## config.mk

```make
export PLATFORM = sky130hd
export DESIGN_NAME = nand_bist_ctrl
export DESIGN_NICKNAME = d
export VERILOG_FILES = /design/src/rtl/nand_bist_pkg.sv /design/src/rtl/nand_bist_ctrl_settle_timer.sv /design/src/rtl/nand_bist_ctrl.sv
export SDC_FILE = /design/constraint.sdc
export NUM_CORES = 1
export LEC_CHECK = 0
export ABC_CLOCK_PERIOD_IN_PS = 3700
export BUFFER_PORTS_ARGS = -buffer_cell sky130_fd_sc_hd__buf_2
export CELL_PAD_IN_SITES_DETAIL_PLACEMENT = 1
export CELL_PAD_IN_SITES_GLOBAL_PLACEMENT = 2
export CORE_MARGIN = 2
export CORE_UTILIZATION = 34
export CTS_BUF_LIST = sky130_fd_sc_hd__clkbuf_4
export DETAILED_ROUTE_END_ITERATION = 16
export PLACE_DENSITY_LB_ADDON = 0.1
export SYNTH_ARGS = -nofsm -noshare
export SYNTH_HDL_FRONTEND = slang
export SYNTH_SLANG_ARGS = --single-unit
```

## constraint.sdc

```tcl
create_clock -name clk -period 3.7 [get_ports clk]
set_clock_uncertainty 0.05 [all_clocks]
set_input_delay 0.74 -clock clk [delete_from_list [all_inputs] [get_ports clk]]
set_output_delay 0.74 -clock clk [all_outputs]
set_load 0.05 [all_outputs]
```

## src/rtl/nand_bist_pkg.sv

```systemverilog
// Shared types, constants and helpers for the NAND-bank BIST sequencer.
// Helpers take vectors up to MAX_W bits, so the bank is limited to 64 gates.
package nand_bist_pkg;

    typedef enum logic [1:0] {
        IDLE  = 2'd0,
        DRIVE = 2'd1,
        DONE  = 2'd2
    } state_t;

    localparam int NUM_BASE = 4;

    // Base vectors as {a,b}: bit 1 goes to every A input, bit 0 to every B input.
    localparam logic [1:0] BASE_VEC [NUM_BASE] = '{2'b00, 2'b01, 2'b10, 2'b11};

    localparam int MAX_W = 64;

    function automatic int unsigned popcount(input logic [MAX_W-1:0] v);
        int unsigned n;
        n = 0;
        for (int i = 0; i < MAX_W; i++) begin
            n = n + 32'(v[i]);
        end
        return n;
    endfunction

    // Adds inc to acc and clamps the result at 2^w-1 (w <= 32).
    function automatic logic [31:0] sat_add(input logic [31:0] acc,
                                            input logic [31:0] inc,
                                            input int unsigned w);
        logic [32:0] sum;
        logic [32:0] max_val;
        sum     = {1'b0, acc} + {1'b0, inc};
        max_val = (33'd1 << w) - 33'd1;
        return (sum > max_val) ? max_val[31:0] : sum[31:0];
    endfunction

endpackage

```

## src/rtl/nand_bist_ctrl_settle_timer.sv

```systemverilog
// Settle timer: loaded whenever a new vector is driven, raises expire once the
// vector has been held for SETTLE+1 cycles so the sequencer can sample.
module settle_timer #(
    parameter int SETTLE = 2
) (
    input  logic clk,
    input  logic rst_n,
    input  logic load,
    input  logic run,
    output logic expire
);

    localparam int CW = (SETTLE > 0) ? $clog2(SETTLE + 1) : 1;

    logic [CW-1:0] cnt;

    // Down-counter: reload to SETTLE with each new vector, then count to zero.
    // NOTE: clocked state uses non-blocking (<=) so every register samples
    // pre-edge values; blocking here would create order-dependent races.
    always_ff @(posedge clk or negedge rst_n) begin
        if (!rst_n) begin
            cnt <= '0;
        end else if (load) begin
            cnt <= CW'(SETTLE);
        end else if (cnt != '0) begin
            cnt <= cnt - CW'(1);
        end
    end

    // Expire in the cycle before the sampling edge; only meaningful mid-run.
    assign expire = run && (cnt == '0);

endmodule

```

## src/rtl/nand_bist_ctrl.sv

```systemverilog
// BIST sequencer for a bank of 2-input NAND gates. Drives every {a,b} vector
// onto all gates, waits SETTLE+1 cycles, samples f_i and accumulates a sticky
// per-gate failure mask and a saturating mismatch count.
// Optional feature: define NAND_BIST_WALK_EN to append WIDTH walking vectors
// (a=b=1 on one gate at a time) that expose bridging between gates.
module nand_bist_ctrl
    import nand_bist_pkg::*;
#(
    parameter int WIDTH  = 4,
    parameter int SETTLE = 2,
    parameter int ERR_W  = 8
) (
    input  logic             clk,
    input  logic             rst_n,
    input  logic             start,
    output logic [WIDTH-1:0] a_o,
    output logic [WIDTH-1:0] b_o,
    input  logic [WIDTH-1:0] f_i,
    output logic             busy,
    output logic             done,
    output logic             pass,
    output logic [ERR_W-1:0] err_cnt,
    output logic [WIDTH-1:0] fail_mask
);

    state_t           state, state_d;
    logic             load, expire, accept, sample, last_vec;
    logic [1:0]       base_idx, base_idx_d;
    logic [WIDTH-1:0] a_d, b_d;
    logic [WIDTH-1:0] expected, mismatch;
    logic [ERR_W-1:0] err_sum;

`ifdef NAND_BIST_WALK_EN
    localparam int WW = (WIDTH > 1) ? $clog2(WIDTH) : 1;
    logic          walk_phase, walk_phase_d;
    logic [WW-1:0] walk_idx, walk_idx_d;
`endif

    settle_timer #(.SETTLE(SETTLE)) u_settle_timer (
        .clk    (clk),
        .rst_n  (rst_n),
        .load   (load),
        .run    (state == DRIVE),
        .expire (expire)
    );

    // Start is honoured only outside a run; a sample happens when the hold ends.
    assign accept = start && (state != DRIVE);
    assign sample = (state == DRIVE) && expire;

    // State register.
    always_ff @(posedge clk or negedge rst_n) begin
        if (!rst_n) begin
            state <= IDLE;
        end else begin
            state <= state_d;
        end
    end

    // Next-state logic and settle-timer reload.
    // NOTE: every signal written here gets a default first, so no path can
    // leave it unassigned and infer a latch.
    always_comb begin
        state_d = state;
        load    = 1'b0;
        unique case (state)
            IDLE: begin
                if (start) begin
                    state_d = DRIVE;
                    load    = 1'b1;
                end
            end
            DRIVE: begin
                if (expire) begin
                    load = 1'b1;
                    if (last_vec) state_d = DONE;
                end
            end
            DONE: begin
                load    = start;
                state_d = start ? DRIVE : IDLE;
            end
            default: state_d = IDLE;
        endcase
    end

    // Next vector to drive after the current one is sampled, and last-vector flag.
    always_comb begin
        base_idx_d = base_idx;
        a_d        = '0;
        b_d        = '0;
        last_vec   = 1'b0;
`ifdef NAND_BIST_WALK_EN
        walk_phase_d = walk_phase;
        walk_idx_d   = walk_idx;
        if (walk_phase) begin
            last_vec   = (walk_idx == WW'(WIDTH - 1));
            walk_idx_d = walk_idx + WW'(1);
            a_d        = WIDTH'(1) << walk_idx_d;
            b_d        = WIDTH'(1) << walk_idx_d;
        end else if (base_idx == 2'(NUM_BASE - 1)) begin
            walk_phase_d = 1'b1;
            walk_idx_d   = '0;
            a_d          = WIDTH'(1);
            b_d          = WIDTH'(1);
        end else begin
            base_idx_d = base_idx + 2'd1;
            a_d        = {WIDTH{BASE_VEC[base_idx_d][1]}};
            b_d        = {WIDTH{BASE_VEC[base_idx_d][0]}};
        end
`else
        if (base_idx == 2'(NUM_BASE - 1)) begin
            last_vec = 1'b1;
        end else begin
            base_idx_d = base_idx + 2'd1;
            a_d        = {WIDTH{BASE_VEC[base_idx_d][1]}};
            b_d        = {WIDTH{BASE_VEC[base_idx_d][0]}};
        end
`endif
    end

    // Compare each gate against the ideal NAND; X or Z on f_i counts as a failure.
    always_comb begin
        expected = ~(a_o & b_o);
        mismatch = '0;
        for (int i = 0; i < WIDTH; i++) begin
            mismatch[i] = (f_i[i] !== expected[i]);
        end
    end

    assign err_sum = ERR_W'(sat_add(32'(err_cnt), popcount(MAX_W'(mismatch)), ERR_W));

    // Datapath: vector drive, result accumulation and status outputs.
    always_ff @(posedge clk or negedge rst_n) begin
        if (!rst_n) begin
            a_o       <= '0;
            b_o       <= '0;
            busy      <= 1'b0;
            done      <= 1'b0;
            pass      <= 1'b0;
            err_cnt   <= '0;
            fail_mask <= '0;
            base_idx  <= '0;
`ifdef NAND_BIST_WALK_EN
            walk_phase <= 1'b0;
            walk_idx   <= '0;
`endif
        end else begin
            done <= 1'b0;
            if (accept) begin
                err_cnt   <= '0;
                fail_mask <= '0;
                pass      <= 1'b0;
                busy      <= 1'b1;
                a_o       <= {WIDTH{BASE_VEC[0][1]}};
                b_o       <= {WIDTH{BASE_VEC[0][0]}};
                base_idx  <= '0;
`ifdef NAND_BIST_WALK_EN
                walk_phase <= 1'b0;
                walk_idx   <= '0;
`endif
            end else if (sample) begin
                fail_mask <= fail_mask | mismatch;
                err_cnt   <= err_sum;
                if (last_vec) begin
                    a_o  <= '0;
                    b_o  <= '0;
                    busy <= 1'b0;
                    done <= 1'b1;
                    pass <= (err_sum == '0);
                end else begin
                    a_o      <= a_d;
                    b_o      <= b_d;
                    base_idx <= base_idx_d;
`ifdef NAND_BIST_WALK_EN
                    walk_phase <= walk_phase_d;
                    walk_idx   <= walk_idx_d;
`endif
                end
            end
        end
    end

endmodule

```

==> results.yml <==
worst_setup_path:
  slowest_stage: "fa_1"
  critPathBufInv: 1
  worst_setup_path_start_kind: "flip-flop"
  critPathCaptureType: "flip-flop"
  cpMostUsedCell: "fa_1"
  arrival_ps: 3530
  critical_path.max_fanout: 6
  critical-path-top-delay-family: "adder cells"
  cp.required_ps: 3890
  critical_path_class: "reg -> reg"
  path_cells: "nand2_1 -> xnor2_1 -> fa_1 -> inv_1 -> fa_1 -> fa_1 -> and4_4 -> a41oi_1 -> nand4b_1 -> o32ai_1"
  crit_start: "a_o[2]"
  max_stage_delay_ps: 520
  r2r-start: "a_o[2]"
timing:
  timing.slew.headroom_pct: 63.2
  rsz0062_at_grt: "false"
  post-route-period-util_pct: 90.4
  whs_ps: 327
  fin_ws_ps: 355
  fin_crit_ps: 3350
  fmax_mhz: 299
  worst_pin_slew_ps: 551
  hold_viol: 0
  slew_viol_final: 0
  setup_violations: 0
  tns_ps: 0
synth:
  synth_area_leaders: "dfrtp_1 (43%), fa_1 (4.5%), buf_4 (3.9%)"
  synthArstFlopShare_pct: 100
  synth.mux.area_fraction_pct: 0.743
  synth-seq-cells: 23
  seq_area_frac_synth_pct: 42.7
  yosysUniqueCellTypes: 44
  synth_compound_area_share_pct: 17.4
  synth_top_flop_cell: "dfrtp_1"
  synth_top_area_cell: "dfrtp_1"
  ys_warn_count: 0
  netlist.area_leader.share_pct: 42.7
  syn-num-nets: 148
  synthAdderAreaFrac_pct: 7.24
  syn_inst: 135
  synthesis.area_um2: 1350
  synth_simple_gate_area_share_pct: 19.4
  synth_edf_count: 0
  synth_top_family_by_area: "simple AND/OR/NAND/NOR gates"
  postSynthAreaPerCell_um2: 9.98
  synthXorXnorAreaFrac_pct: 3.90
routing:
  dr_total_vias: 1057
  wl_per_cell_um: 16.3
  drt_iter0_markers: 76
  ant_nets: 0
  finalWirelength_mm: 3.34
  vias_per_cell: 5.16
  drtPass1Iterations: 4
  drc_errors: 0
global_route:
  overflow: 0
  grt_pass1_vias: 1087
  grt_max_degree: 24
  grt.met2_usage_pct: 28.1
  grt.busiest_layer: "met2"
  grt_first_pass_wirelength_mm: 5.45
  grt_use_total_pct: 16.6
  grtUsageMet3_pct: 2.53
  met1_usage_pct: 21.9
  antenna_found_initial: 0
run_status:
  status: "finished, final reports clean"
floorplan:
  die_h_um: 67.0
  dieArea_um2: 4480
  ioPinCount: 30
  start_util_pct: 36.0
  core_um2: 3740
  die_w_um: 67.0
  row_count: 22
placement:
  hpwl_mm: 2.51
  dp_slack_ps: 135
  io_buffers: 29
  gp_congestion: 0.775
  place_area_um2: 1470
cts:
  cts.sinks: 23
  cts_htree_levels: 1
  hold_buffers: 0
  post_cts_buffers: 0
  cts_tree: "built"
  cts-root-buf: "clkbuf_4"
  cts_resized: 0
  clk_pin_slew_ps: 150
  clock_path_buffers: 2
  clkLatencyLatePin_ps: 320
  cts_buffers: 3
cells_and_area:
  postLayoutCellArea_um2: 1500
  synthToLayoutAreaGrowth_pct: 11.1
  nets: 171
  final_cell_mix: "buf_2 (29), dfrtp_1 (23), nor2_1 (14)"
  mostFrequentLayoutCell: "buf_2"
  drive_above_1_share_pct: 26.8
  num_antenna_cells: 0
flow_run:
  drv.max_cap_violation_count: 0
worst_hold_path:
  min_path_type: "in -> async"
## per-layer routing
metal	share of wire, %	wire, um
met3	2.0	66
met5	0	0
met4	0.84	28
met1	49	1620
met2	49	1620
## stage by stage
stage / util [%] / std cells
CTS: 40.0 / 205
detailed placement: 39.3 / 201
global route: 40.0 / 205
floorplan: - / 135
global placement: 39.3 / 201
finish: 40.0 / 205
## Yosys cell counts (3+ instances only)
cell type  count
a21oi_1        9
a22o_1         4
buf_4          7
dfrtp_1       23
fa_1           3
ha_1           3
inv_1          7
nand2_1       11
nand3_1        4
nor2_1        14
o21a_1         3
o21ai_0        5
xnor2_1        4
## layout make-up
| type | count | area, um^2 |
|---|---|---|
| timing repair buffer | 30 | 153 |
| tap | 48 | 60.1 |
| sequential | 23 | 576 |
| fill | 466 | 2250 |
| clock buffer | 3 | 22.5 |
| multi-input combinational | 93 | 656 |
| clock inverter | 1 | 5.00 |
| inverter | 7 | 26.3 |
## state kept, by name, indices dropped and copies added (netlist names)
register,count
a_o,1
done,1
err_cnt,8
b_o,1
state,2
pass,1
u_settle_timer.cnt,2
busy,1
fail_mask,4
base_idx,2
## kinds of logic (layout without fill, tap and decap cells)
| group | Yosys count | count (layout) |
|---|---|---|
| simple gates | 46 | 46 |
| compound gates | 34 | 34 |
| flops | 23 | 23 |
| xor+xnor | 6 | 6 |
| mux | 1 | 1 |
| fa+ha+maj | 6 | 6 |
| buf+inv | 19 | 41 |
## path summary, 6_finish.rpt
check                           slack [ps]  cells after the start                     to
worst max-delay path                   350                     10                   pass
worst min register to register         420                      1  u_settle_timer.cnt[0]
worst max register to register         350                     10                   pass
max in group asynchronous             2910                      1               state[1]
min in group clk                       420                      1  u_settle_timer.cnt[0]
worst min-delay path                   330                      1  u_settle_timer.cnt[0]
Power is not shown: default switching activity piles up to over one toggle a cycle in this logic, so the estimate is an artifact.
